File: src/rtl/my_display_controller_pkg.sv
// Shared constants, FSM encoding and helpers for the display controller.
// Optional leading-zero blanking: MY_DISPLAY_CONTROLLER_LZB_EN.
package my_display_controller_pkg;

  localparam int MY_DISPLAY_CONTROLLER_DIGITS    = 4;
  localparam int MY_DISPLAY_CONTROLLER_BIN_WIDTH = 14;
  localparam int MY_ENCODER_DECIMAL_DIGIT_WIDTH  = 4;
  localparam int MY_ENCODER_ENCODING_WIDTH       = 8;

  localparam logic [3:0] MY_DISPLAY_CONTROLLER_BLANK = 4'hF;

  typedef enum logic [1:0] {
    MY_DISPLAY_CONTROLLER_IDLE    = 2'd0,
    MY_DISPLAY_CONTROLLER_CONVERT = 2'd1,
    MY_DISPLAY_CONTROLLER_UPDATE  = 2'd2
  } state_t;

  function automatic logic [63:0] pow10(input int n);
    logic [63:0] r;
    r = 64'd1;
    for (int i = 0; i < n; i++) r = r * 64'd10;
    return r;
  endfunction

endpackage

File: src/rtl/my_encoder.sv
// BCD digit to active-low seven-segment pattern (bit 7 = dp, kept off).
// Codes above 9 (including the blank code 4'hF) light nothing.
module my_encoder
  import my_display_controller_pkg::*;
#(
  parameter int DECIMAL_DIGIT_WIDTH = MY_ENCODER_DECIMAL_DIGIT_WIDTH,
  parameter int ENCODING_WIDTH      = MY_ENCODER_ENCODING_WIDTH
) (
  input  logic [DECIMAL_DIGIT_WIDTH-1:0] digit,
  output logic [ENCODING_WIDTH-1:0]      segments
);

  logic [3:0] d4;
  logic [7:0] seg;

  assign d4 = 4'(digit);

  always_comb begin
    seg = 8'hFF;
    case (d4)
      4'd0:    seg = 8'hC0;
      4'd1:    seg = 8'hF9;
      4'd2:    seg = 8'hA4;
      4'd3:    seg = 8'hB0;
      4'd4:    seg = 8'h99;
      4'd5:    seg = 8'h92;
      4'd6:    seg = 8'h82;
      4'd7:    seg = 8'hF8;
      4'd8:    seg = 8'h80;
      4'd9:    seg = 8'h90;
      default: seg = 8'hFF;
    endcase
  end

  assign segments = ENCODING_WIDTH'(seg);

endmodule

File: src/rtl/my_display_controller.sv
// Binary to multi-digit seven-segment display via iterative double-dabble.
// Optional leading-zero blanking: MY_DISPLAY_CONTROLLER_LZB_EN.
module my_display_controller
  import my_display_controller_pkg::*;
#(
  parameter int DIGITS              = MY_DISPLAY_CONTROLLER_DIGITS,
  parameter int BIN_WIDTH           = MY_DISPLAY_CONTROLLER_BIN_WIDTH,
  parameter int DECIMAL_DIGIT_WIDTH = MY_ENCODER_DECIMAL_DIGIT_WIDTH,
  parameter int ENCODING_WIDTH      = MY_ENCODER_ENCODING_WIDTH
) (
  input  logic                               clk,
  input  logic                               rst_n,
  input  logic                               value_valid,
  input  logic [BIN_WIDTH-1:0]               value,
  output logic                               value_ready,
  output logic                               busy,
  output logic                               overflow,
  output logic [DIGITS*ENCODING_WIDTH-1:0]   hex
);

  localparam int BCD_W = DIGITS * 4;
  localparam int SR_W  = BCD_W + BIN_WIDTH;
  localparam int CNT_W = $clog2(BIN_WIDTH + 1);
  localparam logic [63:0] LIMIT = pow10(DIGITS);
  localparam bit OVF_POSSIBLE =
    (BIN_WIDTH >= 64) || ((64'd1 << BIN_WIDTH) > LIMIT);

  typedef logic [DECIMAL_DIGIT_WIDTH-1:0] digit_t;

  state_t                  state, state_next;
  logic [SR_W-1:0]         sr, sr_next;
  logic [BCD_W-1:0]        bcd_adj, bcd;
  logic [CNT_W-1:0]        cnt;
  logic                    ovf_pend, ovf_now, accept, last;
  logic [63:0]             value_ext;
  logic [DIGITS-1:0][DECIMAL_DIGIT_WIDTH-1:0] disp, load;
  logic                    seen;
  logic [3:0]              nib;

  assign accept    = value_valid && value_ready;
  assign last      = (cnt == CNT_W'(BIN_WIDTH - 1));
  assign value_ext = 64'(value);
  assign ovf_now   = OVF_POSSIBLE && (value_ext >= LIMIT);

  always_ff @(posedge clk or negedge rst_n) begin
    if (!rst_n) state <= MY_DISPLAY_CONTROLLER_IDLE;
    else        state <= state_next;
  end

  always_comb begin
    state_next  = state;
    value_ready = 1'b0;
    busy        = 1'b0;
    case (state)
      MY_DISPLAY_CONTROLLER_IDLE: begin
        value_ready = 1'b1;
        if (value_valid) state_next = MY_DISPLAY_CONTROLLER_CONVERT;
      end
      MY_DISPLAY_CONTROLLER_CONVERT: begin
        busy = 1'b1;
        if (last) state_next = MY_DISPLAY_CONTROLLER_UPDATE;
      end
      MY_DISPLAY_CONTROLLER_UPDATE: begin
        busy       = 1'b1;
        state_next = MY_DISPLAY_CONTROLLER_IDLE;
      end
      default: state_next = MY_DISPLAY_CONTROLLER_IDLE;
    endcase
  end

  // One double-dabble step: add-3 correction, then shift left.
  always_comb begin
    bcd_adj = sr[SR_W-1 -: BCD_W];
    for (int k = 0; k < DIGITS; k++) begin
      if (bcd_adj[k*4 +: 4] >= 4'd5)
        bcd_adj[k*4 +: 4] = bcd_adj[k*4 +: 4] + 4'd3;
    end
    sr_next = {bcd_adj, sr[BIN_WIDTH-1:0]} << 1;
  end

  // Digits loaded at UPDATE; scanned from the top so blanking knows
  // whether a nonzero digit has been seen yet.
  always_comb begin
    bcd  = sr[SR_W-1 -: BCD_W];
    load = '0;
    seen = 1'b0;
    nib  = 4'd0;
    for (int k = DIGITS - 1; k >= 0; k--) begin
      nib = bcd[k*4 +: 4];
      if (ovf_pend) begin
        load[k] = digit_t'(MY_DISPLAY_CONTROLLER_BLANK);
      end else begin
`ifdef MY_DISPLAY_CONTROLLER_LZB_EN
        if (k != 0 && !seen && nib == 4'd0)
          load[k] = digit_t'(MY_DISPLAY_CONTROLLER_BLANK);
        else
          load[k] = digit_t'(nib);
`else
        load[k] = digit_t'(nib);
`endif
      end
      seen = seen | (nib != 4'd0);
    end
  end

  always_ff @(posedge clk or negedge rst_n) begin
    if (!rst_n) begin
      sr       <= '0;
      cnt      <= '0;
      ovf_pend <= 1'b0;
      overflow <= 1'b0;
      for (int k = 0; k < DIGITS; k++) begin
`ifdef MY_DISPLAY_CONTROLLER_LZB_EN
        disp[k] <= (k == 0) ? digit_t'(0)
                            : digit_t'(MY_DISPLAY_CONTROLLER_BLANK);
`else
        disp[k] <= digit_t'(0);
`endif
      end
    end else begin
      case (state)
        MY_DISPLAY_CONTROLLER_IDLE: begin
          if (accept) begin
            sr       <= {{BCD_W{1'b0}}, value};
            cnt      <= '0;
            ovf_pend <= ovf_now;
          end
        end
        MY_DISPLAY_CONTROLLER_CONVERT: begin
          sr  <= sr_next;
          cnt <= cnt + 1'b1;
        end
        MY_DISPLAY_CONTROLLER_UPDATE: begin
          disp     <= load;
          overflow <= ovf_pend;
        end
        default: ;
      endcase
    end
  end

  for (genvar k = 0; k < DIGITS; k++) begin : g_enc
    my_encoder #(
      .DECIMAL_DIGIT_WIDTH (DECIMAL_DIGIT_WIDTH),
      .ENCODING_WIDTH      (ENCODING_WIDTH)
    ) u_enc (
      .digit    (disp[k]),
      .segments (hex[k*ENCODING_WIDTH +: ENCODING_WIDTH])
    );
  end

endmodule

File: config.mk
export PLATFORM = sky130hd
export DESIGN_NAME = my_display_controller
export DESIGN_NICKNAME = d
export VERILOG_FILES = /design/src/rtl/my_display_controller_pkg.sv /design/src/rtl/my_encoder.sv /design/src/rtl/my_display_controller.sv
export SDC_FILE = /design/constraint.sdc
export NUM_CORES = 1
export LEC_CHECK = 0
export BUFFER_PORTS_ARGS = -buffer_cell sky130_fd_sc_hd__buf_2
export CAP_MARGIN = 20
export CELL_PAD_IN_SITES_DETAIL_PLACEMENT = 1
export CELL_PAD_IN_SITES_GLOBAL_PLACEMENT = 1
export CORE_MARGIN = 4
export CORE_UTILIZATION = 46
export CTS_CLUSTER_SIZE = 25
export DETAILED_ROUTE_END_ITERATION = 10
export PLACE_DENSITY = 0.82
export SLEW_MARGIN = 20
export SYNTH_ARGS = -nofsm -noshare
export SYNTH_HDL_FRONTEND = slang
export SYNTH_HIERARCHICAL = 1
export SYNTH_SLANG_ARGS = --single-unit
File: constraint.sdc
create_clock -name clk -period 2.96 [get_ports clk]
set_clock_uncertainty 0.05 [all_clocks]
set_input_delay 0.296 -clock clk [delete_from_list [all_inputs] [get_ports clk]]
set_output_delay 0.296 -clock clk [all_outputs]
set_load 0.02 [all_outputs]
==> metrics.txt, run 1 <==
drt wl/cell 14.8 µm; hold_ws 0.0525 ns; total power per unit cell area 1080 nW/µm²; DRT iter0 DRCs 109; critical path endpoint category output pin; Residual DRC 0; ANT cells 0; routed wire length 7.89 mm; setup TNS 0 ns; Max Freq 483 MHz; Clock Sinks 54; post-cts hold buffer count 0; worst-path maximum fanout 7; final worst path period need 2.07 ns; clk buf depth 2; Num CTS Buffers 5; Max VDD drop 0.477 mV; Static Leakage 1.84 nW; Layout area overhead 9.48%; die area 9090 µm²; Yosys reg bits 54; Tcrit/Tclk final 0.700; crit start category register; syn nets 451; top cell type's share of synthesized area 0.385; DIE HEIGHT 95.4 µm; post-synth top area cell dfrtp_1; synth top area cells dfrtp_1 (38%), ha_1 (12%), o21ai_0 (6.4%); Final Hold Viols 0; Yosys warnings 6; ANT nets after route 0; H-tree Lvls 2; Max Transition Viols Final 0; cts repair resizes 0; # IOs 52; MaxCap Viol Count 0; ys flop type dfrtp_1; dpl hpwl 5.57 mm; asr flop ratio synth 1.00; final setup fails 0; TritonRoute pass-1 iters 4; CTS root buf clkbuf_8; Worst-Skew Late Latency 0.31 ns; mapped cell area 3510 µm²; top cells by count, synth nor2_1 (55), dfrtp_1 (54), o21ai_0 (45), ha_1 (33), a21oi_1 (31); Placer Congestion 0.755; Max-slew headroom 0.539; total global routing overflow 0; Core ar. 7330 µm²; post-synthesis cell count 401; Die Wd 95.4 µm; number of global-route vias before repair 2921; HP Class in2async; largest net degree at the start of global routing 55; arrival time worst endpoint 1.72 ns; Seq/Total Area, Yosys 0.385; Vias/cell 5.32; CTS clk-pin slew, worst paths 0.10 ns; reg-to-reg startpoint state[0]; Initial Util 0.479; CP required 2.61 ns; share of cells above drive strength 1 0.161; WS Path Type reg2out; status finished, final reports clean; Total GRT Usage 0.186; fillers 906; count leader, synth nor2_1; I/O Buffers 47; Mean Syn Cell Area 8.76 µm²; post-CTS setup buffer count 0; fin nets 483; RSZ-0062 raised after global routing false; post-synth cell types 42; Post-synth EDFFs 0; worst setup path start disp[1]; antenna violations before repair 0; Worst-Margin Slew 0.692 ns; Via Count 2838; first-pass GRT wire length 13.7 mm; FP Rows 31; CTS tree built
==> final timing paths <==
kind	endpoint	slack, ns	cells after the start
hold / removal	sr[7]	0.05	2
max in group asynchronous	cnt[2]	2.35	2
setup / recovery	hex[1]	0.89	5
hold reg to reg	sr[3]	0.46	2
min in group clk	ovf_pend	0.20	3
setup reg to reg	sr[17]	1.01	6
==> report_power, final <==
part / internal, W / total [W] / switching [W]
Combinational: 0.000883 / 0.00235 / 0.00146
Sequential: 0.000968 / 0.00130 / 0.000329
Clock: 0.000253 / 0.000502 / 0.000249
==> metal layers <==
layer | track usage | share of wire | vias up
met3 | 0.0284 | 0.032 | 12
met5 | 0 | 0 | -
met1 | 0.226 | 0.43 | 1375
met4 | 0.0445 | 0.014 | 0
met2 | 0.343 | 0.52 | 47
li1 | - | - | 1404
==> registers in the layout, indices dropped and copies added (netlist names) <==
signal	count
ovf_pend	1
overflow	1
sr	30
state	2
cnt	4
disp	16
==> final cells by class <==
| class | instances | area [µm²] | area share |
|---|---|---|---|
| well taps | 99 | 124 | 0.0322 |
| repair buffers | 51 | 265 | 0.0690 |
| flip-flops and latches | 54 | 1350 | 0.352 |
| clock inverters | 2 | 37.5 | 0.00977 |
| multi-input cells | 298 | 1910 | 0.496 |
| inverters | 23 | 86.3 | 0.0225 |
| clock buffers | 6 | 72.6 | 0.0189 |
==> worst max-delay path, stage by stage (launching register included) <==
cell and delay, ns:
dfrtp_1 0.47, inv_1 0.13, ha_1 0.32, o21ai_0 0.21, o21ai_0 0.12, buf_2 0.17
==> kinds of logic (layout without fill, tap and decap cells) <==
family / count (synthesis) / count (layout) / share of synthesized area
and+or+nand+nor: 127 / 127 / 0.169
AOI/OAI and AO/OA: 111 / 111 / 0.187
DFF: 54 / 54 / 0.385
buffers and inverters: 49 / 82 / 0.0720
adders and majority gates: 33 / 33 / 0.118
muxes: 17 / 17 / 0.0502
xor gates and xnor gates: 6 / 6 / 0.0150
other: 4 / 4 / 0.00428
==> through the flow <==
step | total power (W) | worst slack (ns) | util | instance area, µm² | std cells
6_report | 0.00414 | 0.889 | 0.524 | 3840 | 533
5_1_grt | 0.00455 | 0.769 | 0.524 | 3840 | 533
4_1_cts | 0.00421 | 0.876 | 0.524 | 3840 | 533
3_5_place_dp | 0.00368 | 1.03 | 0.509 | 3730 | 525
3_3_place_gp | 0.00355 | 1.16 | 0.509 | 3730 | 525
2_1_floorplan | 0.00304 | 1.22 | - | 3510 | 401
==> cells in the final DEF (no fill, tap or decap), drive strengths merged, types with 2 or more instances in the layout <==
master,instances
buf,51
mux2,2
or2b,4
xnor2,4
o21ai,46
o311ai,2
nand2b,21
nand2,30
mux2i,15
dfrtp,54
and2b,2
a32o,4
a21oi,35
a22o,4
clkbuf,6
or2,4
a31oi,5
xor2,2
nor2,57
nand3,5
inv,23
o32ai,2
conb,4
ha,33
o31ai,5
o22ai,6
(Power assumes the default switching activity.)
==> run 2: changes to the inputs <==
Settings changed: ABC_AREA set to 1, CORE_UTILIZATION 46 to 37, PLACE_DENSITY 0.82 to 0.74.
Clock period 2.96 ns to 1.9 ns, I/O delays scaled along.
==> run 2 against run 1 <==
  * Critical path type unchanged
  * Sequential power up 53%
  * Count of clock-buffer cells in the layout is 1 lower
  * Register-to-register slack got worse by 0.84 ns
  * Sequential share of layout area fell by 1.6 points
  * Non-clock buffer count up 5
  * Synthesized cell count up 23%
  * Clock power up 56%
  * Routed wire length is 3.1% higher
  * Global-route usage decreased by 3.4 points
  * Die area is 23% higher
  * Core utilization shrank 8.9 points
==> metrics.txt, run 2 <==
reg-to-reg startpoint state[0]; top cell type's share of synthesized area 0.382 (-0.00313); Clock Sinks 54 (unchanged); first-pass GRT wire length 14.6 mm (+6.7%); Tcrit/Tclk final 0.937; share of cells above drive strength 1 0.151 (-0.0100); critical path endpoint category output pin; WS Path Type reg2out; biggest regs sr x30, disp x16, cnt x4; Worst Hold End sr[0]; number of global-route vias before repair 3236 (+11%); CTS clk-pin slew, worst paths 0.10 ns (about the same); post-synth top area cell dfrtp_1; CP required 1.66 ns (-0.95 ns); final setup fails 0 (unchanged); HP Class in2reg; post-synth cell types 22 (-48%); worst-path maximum fanout 4 (-3); Yosys warnings 6 (unchanged); Mean Syn Cell Area 7.17 µm² (-18%); Max Transition Viols Final 0 (unchanged); Post-synth EDFFs 0 (unchanged); CP Buf/Inv Count 2 (unchanged); syn nets 544 (+21%); Worst Min Path Start value[0]; MaxCap Viol Count 0 (unchanged); Max Freq 562 MHz; total power per unit cell area 1670 nW/µm² (+55%); Layout area overhead 14.1%; asr flop ratio synth 1.00 (unchanged); Worst-Skew Late Latency 0.31 ns (about the same); dpl hpwl 6.47 mm (+16%); Worst-Margin Slew 0.526 ns (-0.165 ns); top cells by count, synth nand2_1 (160), inv_1 (65), dfrtp_1 (54), nand3_1 (49), nor2_1 (35); Static Leakage 2.21 nW (+20%); most frequent cells in the layout nand2_1 (160), inv_1 (63), dfrtp_1 (50); Via Count 3150 (+11%); final core occ 0.435 (-0.0894); worst setup path start disp[0]; r2r setup slk 0.17 ns (-0.84 ns); DRT iter0 DRCs 134 (+23%); antenna violations before repair 0 (unchanged); Largest stage delay, worst path 0.42 ns (-0.05 ns); status finished, final reports clean; final worst path period need 1.78 ns; Reg2Reg Depth 7 (+1); TritonRoute pass-1 iters 4 (unchanged); Placer Congestion 0.828 (+9.6%); post-CTS setup buffer count 0 (unchanged); Seq/Total Area, Yosys 0.382 (-0.00313); Core ar. 9280 µm² (+27%); DIE HEIGHT 106 µm (+11%); clk buf depth 2 (unchanged); ANT nets after route 0 (unchanged); crit-path cells inv_1 -> ha_1 -> nand2_1 -> nand3_1 -> nand2_1 -> buf_2; largest net degree at the start of global routing 22 (-60%); count leader, synth nand2_1; Num CTS Buffers 5 (unchanged); Slowest-stage cell, CP dfrtp_1; max reg flops 30 (unchanged); # IOs 52 (unchanged); Max VDD drop 0.648 mV (+36%); routed wire length 8.13 mm (+3.1%); post-synthesis cell count 494 (+23%); RSZ-0062 raised after global routing false; Max-slew headroom 0.649 (+0.110); total global routing overflow 0 (unchanged); Die Wd 106 µm (+11%); Vias/cell 4.69 (-12%); drt wl/cell 12.1 µm (-18%); mapped cell area 3540 µm² (+0.82%); arrival time worst endpoint 1.54 ns (-0.18 ns); crit-path most repeated cell nand2_1; Crit path depth 6 (+1); CTS tree built; FP Rows 35 (+13%); most common cell after layout, fill and taps aside nand2_1; fillers 1223 (+35%); ANT cells 0 (unchanged); Hold Crit Depth 3; reg-to-reg critical path endpoint sr[25]; die area 11200 µm² (+23%); crit start category register; I/O Buffers 47 (unchanged); ys flop type dfrtp_1; Total GRT Usage 0.152 (-0.0340); Residual DRC 0 (unchanged); setup TNS 0 ns (unchanged); Largest Register sr; fin nets 591 (+22%); Initial Util 0.381 (-0.0977); Final Hold Viols 0 (unchanged); CTS root buf clkbuf_8; Yosys reg bits 54 (unchanged); delay-heaviest family, CP flip-flops; synth top area cells dfrtp_1 (38%), nand2_1 (17%), ha_1 (12%); H-tree Lvls 2 (unchanged)
run 2: cell count changes in the layout (fill, tap and decap cells not counted), moves of 5 or more:
cell | before | now
a21oi_1 | 31 | 19
a31oi_1 | 5 | 0
nor2_1 | 55 | 35
inv_2 | 0 | 8
o31ai_1 | 5 | 0
mux2i_1 | 15 | 0
nand2_1 | 30 | 160
nand3_1 | 5 | 49
nand4_1 | 0 | 8
inv_1 | 23 | 63
o21ai_0 | 45 | 33
nand2b_1 | 20 | 0
run 2: per-stage QoR:
| stage | cells | setup WS [ns] | area [µm²] | hold slack, ns | total power, W |
|---|---|---|---|---|---|
| 6_report | 671 | 0.119 | 4040 | 0.0740 | 0.00674 |
| 5_1_grt | 671 | 0.0185 | 4040 | 0.0992 | 0.00744 |
| 4_1_cts | 671 | 0.00882 | 4020 | 0.0666 | 0.00681 |
| 2_1_floorplan | 494 | 0.311 | 3540 | -0.156 | 0.00485 |
| 3_3_place_gp | 662 | 0.251 | 3900 | 0.142 | 0.00584 |
| 3_5_place_dp | 662 | 0.165 | 3900 | 0.149 | 0.00601 |
run 2: tightest hold or removal path, delay by kind of cell:
family	cells	cell delay (ns)
buffers and inverters	1	0.08
AO/OA/AOI/OAI	1	0.07
AND/OR/NAND/NOR	1	0.06
run 2: per-layer routing:
layer | vias to the layer above | GRT usage | part of all wire
met3 | 9 | 0.0233 | 0.036
met2 | 48 | 0.275 | 0.49
met5 | - | 0 | 0
li1 | 1626 | - | -
met1 | 1467 | 0.193 | 0.47
met4 | 0 | 0.0268 | 0.0082
run 2: how the worst max path moves through the flow:
stage	end	slack [ns]
floorplan	sr[12]	0.31
global placement	sr[9]	0.25
detailed placement	sr[9]	0.17
CTS	hex[27]	0.009
global route	hex[27]	0.02
finish	hex[3]	0.12
run 2: area by class of cell:
cell class | instances | area (µm²) | share of cell area
clock buffer | 5 | 68.8 | 0.0170
inverter | 71 | 267 | 0.0660
clock inverter | 3 | 40.0 | 0.00992
tap | 129 | 161 | 0.0400
multi-input combinational | 353 | 1810 | 0.449
timing repair buffer | 56 | 333 | 0.0824
sequential | 54 | 1360 | 0.336
run 2: cell families (layout without fill, tap and decap cells):
logic type,count (synthesis),in the layout,share of synthesized area
compound gates,62,62,0.0951
fa+ha+maj,33,33,0.117
buf+inv,87,135,0.109
flops,54,54,0.382
other cells,4,4,0.00424
simple gates,254,254,0.294
run 2: repair_timing:
action | in CTS | in global routing
hold buffers | 1 | 0
hold endpoints to repair | 18 | 0
resized for setup | 0 | 8
endpoints found under the setup margin | 0 | 9
run 2: power breakdown:
part | leakage [nW] | internal (W) | total [W] | switching, W
sequential | 0.676 | 0.00158 | 0.00199 | 0.000410
combinational | 1.47 | 0.00132 | 0.00397 | 0.00265
clock | 0.0579 | 0.000389 | 0.000781 | 0.000392
total | 2.21 | 0.00329 | 0.00674 | 0.00345
